===== config.mk =====
export PLATFORM = sky130hd
export DESIGN_NAME = ifu_flat
export DESIGN_NICKNAME = d
export VERILOG_FILES = /design/src/rtl/ifu_if.sv /design/src/rtl/ifu.sv /design/src/flat_wrapper.sv
export SDC_FILE = /design/constraint.sdc
export NUM_CORES = 1
export LEC_CHECK = 0
export ABC_AREA = 1
export CORE_MARGIN = 2
export CORE_UTILIZATION = 46
export DETAILED_ROUTE_END_ITERATION = 6
export GPL_ROUTABILITY_DRIVEN = 0
export PLACE_DENSITY_LB_ADDON = 0.25
export SYNTH_ARGS = -nofsm -noshare
export SYNTH_HDL_FRONTEND = slang
export SYNTH_SLANG_ARGS = --single-unit

===== constraint.sdc =====
create_clock -name clk -period 4.2 [get_ports clk]
set_clock_uncertainty 0.05 [all_clocks]
set_input_delay 0.63 -clock clk [delete_from_list [all_inputs] [get_ports clk]]
set_output_delay 0.63 -clock clk [all_outputs]
set_load 0.02 [all_outputs]

===== src/rtl/ifu_if.sv =====
// ifu_if: controller/memory-facing signal bundle of the instruction fetch unit
interface ifu_if;
  logic        pcwr;
  logic        irwr;
  logic [1:0]  npc_sel;
  logic        br_take;
  logic [31:0] jr_target;
  logic [31:0] im_dout;
  logic [14:0] im_addr;
  logic [31:0] pc;
  logic [31:0] pc_plus4;
  logic [31:0] ir;
  logic        fault;
  logic [31:0] bad_pc;
  logic [31:0] icount;
  modport master (
    output pcwr, irwr, npc_sel, br_take, jr_target, im_dout,
    input  im_addr, pc, pc_plus4, ir, fault, bad_pc, icount
  );
  modport slave (
    input  pcwr, irwr, npc_sel, br_take, jr_target, im_dout,
    output im_addr, pc, pc_plus4, ir, fault, bad_pc, icount
  );
endinterface


===== src/rtl/ifu.sv =====
// ifu: PC/IR owner with next-PC select, range/alignment check and sticky fetch fault
module ifu #(
  parameter logic [31:0] PC_RESET = 32'h0000_3000,
  parameter logic [31:0] IM_BASE  = 32'h0000_3000,
  parameter int          IM_BYTES = 8192
) (
  input logic   clk,
  input logic   rst,
  ifu_if.slave  bus
);
  localparam logic [31:0] IM_LAST = IM_BASE + 32'(IM_BYTES) - 32'd4;
  logic [31:0] r_pc, r_ir, r_bad_pc, r_icount;
  logic        r_fault;
  logic [31:0] w_pc4, w_br, w_jmp, w_npc;
  logic        w_legal;
  assign w_pc4 = r_pc + 32'd4;
  // branch offset is relative to the already-advanced pc
  assign w_br  = r_pc + {{14{r_ir[15]}}, r_ir[15:0], 2'b00};
  assign w_jmp = {r_pc[31:28], r_ir[25:0], 2'b00};
  always_comb
    w_npc = bus.npc_sel == 2'b00 ? w_pc4 :
            bus.npc_sel == 2'b01 ? (bus.br_take ? w_br : r_pc) :
            bus.npc_sel == 2'b10 ? w_jmp : bus.jr_target;
  assign w_legal = w_npc[1:0] == 2'b00 && w_npc >= IM_BASE && w_npc <= IM_LAST;
  always_ff @(posedge clk or posedge rst)
    if (rst) begin
      r_pc     <= PC_RESET;
      r_ir     <= '0;
      r_fault  <= 1'b0;
      r_bad_pc <= '0;
      r_icount <= '0;
    end else if (!r_fault) begin
      if (bus.pcwr) begin
        if (w_legal) r_pc <= w_npc;
        else begin
          r_fault  <= 1'b1;
          r_bad_pc <= w_npc;
        end
      end
      if (bus.irwr) begin
        r_ir     <= bus.im_dout;
        r_icount <= r_icount + 32'd1;
      end
    end
  assign bus.im_addr  = r_pc[14:0];
  assign bus.pc       = r_pc;
  assign bus.pc_plus4 = w_pc4;
  assign bus.ir       = r_ir;
  assign bus.fault    = r_fault;
  assign bus.bad_pc   = r_bad_pc;
  assign bus.icount   = r_icount;
endmodule


===== src/flat_wrapper.sv =====
// flat-port wrapper written by rule: the top's interface ports become plain ports
module ifu_flat 
#(
  parameter logic [31:0] PC_RESET = 32'h0000_3000,
  parameter logic [31:0] IM_BASE  = 32'h0000_3000,
  parameter int          IM_BYTES = 8192
)
  (clk, rst, bus_pcwr, bus_irwr, bus_npc_sel, bus_br_take, bus_jr_target, bus_im_dout, bus_im_addr, bus_pc, bus_pc_plus4, bus_ir, bus_fault, bus_bad_pc, bus_icount);
  ifu_if bus_i ();
  input logic clk;
  input logic rst;
  input wire logic [$bits(bus_i.pcwr)-1:0] bus_pcwr;
  input wire logic [$bits(bus_i.irwr)-1:0] bus_irwr;
  input wire logic [$bits(bus_i.npc_sel)-1:0] bus_npc_sel;
  input wire logic [$bits(bus_i.br_take)-1:0] bus_br_take;
  input wire logic [$bits(bus_i.jr_target)-1:0] bus_jr_target;
  input wire logic [$bits(bus_i.im_dout)-1:0] bus_im_dout;
  output wire logic [$bits(bus_i.im_addr)-1:0] bus_im_addr;
  output wire logic [$bits(bus_i.pc)-1:0] bus_pc;
  output wire logic [$bits(bus_i.pc_plus4)-1:0] bus_pc_plus4;
  output wire logic [$bits(bus_i.ir)-1:0] bus_ir;
  output wire logic [$bits(bus_i.fault)-1:0] bus_fault;
  output wire logic [$bits(bus_i.bad_pc)-1:0] bus_bad_pc;
  output wire logic [$bits(bus_i.icount)-1:0] bus_icount;
  assign bus_i.pcwr = bus_pcwr;
  assign bus_i.irwr = bus_irwr;
  assign bus_i.npc_sel = bus_npc_sel;
  assign bus_i.br_take = bus_br_take;
  assign bus_i.jr_target = bus_jr_target;
  assign bus_i.im_dout = bus_im_dout;
  assign bus_im_addr = bus_i.im_addr;
  assign bus_pc = bus_i.pc;
  assign bus_pc_plus4 = bus_i.pc_plus4;
  assign bus_ir = bus_i.ir;
  assign bus_fault = bus_i.fault;
  assign bus_bad_pc = bus_i.bad_pc;
  assign bus_icount = bus_i.icount;
  ifu #(.PC_RESET(PC_RESET), .IM_BASE(IM_BASE), .IM_BYTES(IM_BYTES)) u_core (.clk(clk), .rst(rst), .bus(bus_i));
endmodule

# --- Word level (Yosys, flattened, before mapping) ---
# Cells that the tools add are included.
word_totals:
  register_bits: 129
  in_bits: 71
  output_inout_bits: 176
  wordCells: 28
op_classes:
  add_sub_neg: 3
  magnitude_cmp: 2
  n_eq_ne: 2
  muxes: 7
  bitwise: 2
  n_reduce_logical: 7
op_table:
  columns: ["operator", "n"]
  rows:
  - ["two-way mux 32 bit", 4]
  - ["adder 32 x 1 -> 32 bit (second input constant)", 1]
  - ["adder 32 x 3 -> 32 bit (second input constant)", 1]
  - ["adder 32 bit", 1]
  - ["greater-or-equal comparator 32 x 14 -> 1 bit (second input constant)", 1]
  - ["less-or-equal comparator 32 x 15 -> 1 bit (second input constant)", 1]
  - ["AND reduction 3 bit", 2]
  - ["zero test 2 bit", 2]
  - ["two-way mux 1 bit", 3]
  - ["== test 2 x 1 -> 1 bit (second input constant)", 1]
  - ["== test 2 bit (second input constant)", 1]
  - ["logical AND 1 bit", 2]
  - ["NOT 1 bit", 2]
  - ["AND reduction 2 bit", 1]

# --- Logic depth before layout (Yosys ltp) ---
# Gate-level depths: netlist of the first run.
logic_depth:
  depth_word: 10
  ltp_mapped: 24
  ltp_nobuf: 23

# --- Worst setup path after synthesis of the first run ---
# OpenSTA, ideal clock, no wires.
synth_timing:
  path_kind: "reg2reg"
  from: "reg u_core.r_pc[2], in the netlist u_core.bus.pc[2]"
  to: "reg u_core.r_bad_pc[2], in the netlist u_core.bus.bad_pc[2]"
  setup_time_ps: 116
  arrival_time_ps: 2854
  t_required_ps: 4034
  slack_ps: 1180
  stages_incl_launch_ff: 23
  n_path_buf: 1
  synth_period_minus_slack_ps: 3020
  cell_sequence: "dfrtp_1 > ha_1 > inv_1 > fa_1 > inv_1 > nand3_1 > nand3_1 > nand2_1 > nand3_1 > nand2_1 > nand3_1 > nand3_1 > nand2_1 > nand2_1 > nand2_1 > nand2_1 > clkinv_1 > nand2_1 > nor2_4 > nand3_4 > buf_2 > nand3_1 > nand2_2"
synth_between:
  elab_chain_cells: 9
  word_cells_on_any_way: 11
  classes_between: "2 x add/sub; 2 x order compare; 3 x mux; 1 x bitwise; 3 x reduce/logical"
synth_rtl:
  columns: ["element", "line_no", "rtl"]
  rows:
  - ["start, declared", "ifu.sv:12", "logic [31:0] r_pc, r_ir, r_bad_pc, r_icount;"]
  - ["start signal, assigned", "ifu.sv:34", "if (w_legal) r_pc <= w_npc;"]
  - ["adder 32 bit", "ifu.sv:18", "assign w_br = r_pc + {{14{r_ir[15]}}, r_ir[15:0], 2'b00};"]
  - ["two-way mux 32 bit (2 in series)", "ifu.sv:22", "bus.npc_sel == 2'b01 ? (bus.br_take ? w_br : r_pc) :"]
  - ["two-way mux 32 bit (*)", "ifu.sv:21", "w_npc = bus.npc_sel == 2'b00 ? w_pc4 :"]
  - ["greater-or-equal comparator 32 x 14 -> 1 bit", "ifu.sv:24", "assign w_legal = w_npc[1:0] == 2'b00 && w_npc >= IM_BASE && w_npc <= IM_LAST;"]
  - ["logical AND 1 bit (2 in series)", "ifu.sv:24", null]
  - ["NOT 1 bit (no line)", null, null]
  - ["AND reduction 3 bit (no line)", null, null]
  - ["end signal, assigned", "ifu.sv:37", "r_bad_pc <= w_npc;"]
  - ["end, declared", "ifu.sv:12", null]
# Mark *: on every way between the ends. The rest lies on a longest branch, timed or not.
# A chain may end at the register's enable or synchronous reset.

# --- Worst setup path after layout of the first run ---
layout_timing:
  from: "reg u_core.r_pc[3], in the netlist u_core.bus.pc[3]"
  to: "out bus_pc_plus4[16]"
layout_between:
  elab_chain_cells: 1
layout_rtl:
  columns: ["element", "line_no", "rtl"]
  rows:
  - ["adder 32 x 3 -> 32 bit", "ifu.sv:16", "assign w_pc4 = r_pc + 32'd4;"]
  - ["end, declared", "flat_wrapper.sv:20", "output wire logic [$bits(bus_i.pc_plus4)-1:0] bus_pc_plus4;"]
# Every way passes these cells.

==> impl_metrics.json, run 1 <==
{
  "diodes": 0,
  "timing.rr.end": "u_core.bus.pc[5]",
  "drt_iter0_drc": 1037,
  "ant_nets": 0,
  "hp-start": "u_core.bus.icount[31]",
  "hold_viol": 0,
  "peakVddDrop_v": 0.000235,
  "io_buffers": 246,
  "crit_arrival_ns": 3.36,
  "track_usage_pct": 29.7,
  "fmax_ghz": 0.248,
  "syn-num-nets": 1649,
  "grt_max_degree": 107,
  "netlist_instances": 1546,
  "area.growth.synth_to_final_pct": 31.9,
  "clk_path_buf_depth": 2,
  "cts_hold_buf": 0,
  "fillers": 2027,
  "cts_setup_buffers": 0,
  "setup_viol_count_final": 0,
  "worstSetupStartpointType": "register",
  "cap_violations": 0,
  "final_area_um2": 13400,
  "hp-class": "reg -> reg",
  "hold_depth": 1,
  "start_util_pct": 46.8,
  "htree_levels": 4,
  "post_cts_resized": 0,
  "die_h_um": 153,
  "regArea_um2": 3230,
  "vias": 10800,
  "finalWirelength_um": 34500,
  "die_x_um": 153,
  "crit_type": "reg -> out",
  "netlist_area_um2": 10200,
  "critPathCaptureType": "primary output",
  "ys_seq_elements": 129,
  "violations": "DRC",
  "clkLatencyLatePin_ns": 0.44,
  "syn_avg_cell_area_um2": 6.59,
  "reg2reg_slack_ns": 0.37,
  "cts_sinks": 129,
  "cts_tree": "yes",
  "final-max-slew-violation-count": 0,
  "place_area_um2": 12800,
  "fp-row-count": 54,
  "post-route-period-util_pct": 96.1,
  "grt_pass1_vias": 10200,
  "cts_buffers": 17,
  "max_slew_margin_pct": 35.3,
  "drt_first_pass_iters": 7,
  "period_needed_ns": 4.04,
  "multi_input_area_um2": 5750,
  "antenna_found_initial": 0,
  "status": "complete, but fails checks",
  "drc": 1,
  "dp_hpwl_um": 26800,
  "reg2reg_depth": 22,
  "cts-root-buf": "clkbuf_16",
  "avgViaCountPerCell": 5.22,
  "min_to": "u_core.bus.icount[31]",
  "path_clk_slew_ns": 0.07,
  "die_area_um2": 23400,
  "p_total_uw": 3250,
  "power.density_nw_per_um2": 242,
  "ioPinCount": 247,
  "grt_pass1_wl_um": 55100,
  "core_um2": 21800,
  "synth-seq-area-share_pct": 31.7,
  "required_ns": 3.52,
  "synthDistinctLibCells": 44,
  "ys_warn_count": 0,
  "fin_tns_setup_ns": 0,
  "routedWlPerCell_um": 16.7,
  "crit_path_max_fanout": 8,
  "p_leak_uw": 0.00687,
  "reg2reg_from": "u_core.bus.pc[2]",
  "drive_above_1_share_pct": 9.08,
  "nNetsFinal": 1874,
  "tightest_slew_ns": 0.970,
  "rsz0062_at_grt": "false",
  "overflow": 0
}
[Yosys cell counts, drive strengths merged]
cell type | number | area, um2
nor2 | 113 | 477
nand3 | 120 | 641
and2 | 2 | 12.5
clkbuf | 28 | 105
fa | 1 | 20.0
nand4 | 36 | 225
a31oi | 10 | 62.6
nor3 | 20 | 100
buf | 33 | 251
dfstp | 2 | 52.6
a21oi | 49 | 260
or2 | 16 | 100
clkinv | 5 | 18.8
o21a | 1 | 7.51
nand2 | 612 | 2610
o221ai | 1 | 8.76
dfrtp | 127 | 3180
o21ai | 42 | 210
xnor2 | 7 | 61.3
o211ai | 7 | 52.6
inv | 224 | 841
nor4b | 1 | 8.76
xor2 | 48 | 428
ha | 31 | 388
nor4 | 7 | 43.8
o21bai | 2 | 15.0
a21boi | 1 | 7.51
[report_power, final]
part / internal (uW) / switching [uW] / total [uW]
registers: 1260 / 24.0 / 1290
logic: 170 / 211 / 382
clock network: 907 / 678 / 1590
total: 2340 / 914 / 3250
[routing by layer]
layer	GRT usage [%]	routed length, um	up-vias
met5	0	0	-
met4	12.3	1310	0
met3	6.24	3150	75
met2	47.4	15500	517
met1	39.3	14600	4911
li1	-	-	5269
[layout make-up]
cell class | count | share of cell area (%)
multi-input cells | 1127 | 42.8
flip-flops and latches | 129 | 24.0
repair buffers | 267 | 19.5
inverters | 229 | 6.44
clock buffers | 17 | 3.17
well taps | 280 | 2.61
clock inverters | 15 | 1.44
[through the flow]
| stage | util, % | setup slack (ns) | cells | hold WS (ns) |
|---|---|---|---|---|
| 6_report | 61.7 | 0.164 | 2064 | 0.419 |
| 5_1_grt | 61.7 | 0.0998 | 2064 | 0.448 |
| 4_1_cts | 61.7 | 0.260 | 2064 | 0.425 |
| 3_5_place_dp | 58.9 | 0.398 | 2032 | 0.411 |
| 3_3_place_gp | 58.9 | 0.508 | 2032 | 0.407 |
| 2_1_floorplan | - | 0.0823 | 1546 | 0.483 |
[critical path: stages, from the launching register on]
cell and delay, ns:
dfrtp_1 0.59, ha_1 0.38, nand3_1 0.31, nor2_1 0.24
nand4_1 0.15, nor2_1 0.15, xor2_1 0.41, clkdlybuf4s50_1 0.69
[how the worst max path moves through the flow]
stage	endpoint	from
finish	bus_pc_plus4[16]	u_core.bus.pc[3]
global route	u_core.bus.pc[11]	u_core.bus.pc[2]
CTS	bus_pc_plus4[16]	u_core.bus.pc[3]
detailed placement	u_core.bus.pc[3]	bus_npc_sel[1]
global placement	u_core.bus.pc[21]	u_core.bus.pc[2]
floorplan	u_core.bus.bad_pc[0]	rst
[cells by family (layout without fill, tap and decap cells)]
kind of cell               Yosys count  in the layout  share of synthesized area (%)
xor gates and xnor gates            55             55                           4.80
and+or+nand+nor                    927            927                           41.4
buffers and inverters              290            528                           11.9
adders and majority gates           32             32                           4.00
DFF                                129            129                           31.7
AOI/OAI and AO/OA                  113            113                           6.13
[placed cells by master (no fill, tap or decap), types with 31 or more instances in the layout]
cell type,netlist,routed
nand4_1,36,36
clkdlybuf4s50_1,0,246
ha_1,31,31
xor2_1,47,47
dfrtp_1,127,127
o21ai_0,41,41
a21oi_1,47,47
nand3_1,115,115
nor2_1,104,103
nand2_1,554,554
inv_1,204,203
nand2_4,31,31
[sequential cells by signal, summed over array words and instances (netlist names)]
signal and flops:
u_core.bus.bad_pc 32, u_core.bus.icount 32, u_core.bus.ir 32, u_core.bus.pc 32, u_core.bus.fault 1
Power figures use the tool's default switching activity.
==> run 2, diff against run 1 <==
--- a/config.mk
+++ b/config.mk
@@ -6,6 +6,7 @@
 export NUM_CORES = 1
 export LEC_CHECK = 0
 export ABC_AREA = 1
+export CAP_MARGIN = 20
 export CORE_MARGIN = 2
 export CORE_UTILIZATION = 46
 export DETAILED_ROUTE_END_ITERATION = 6
==> results of run 2 <==
No change in the layout: final DEF, timing and power equal those of run 1.
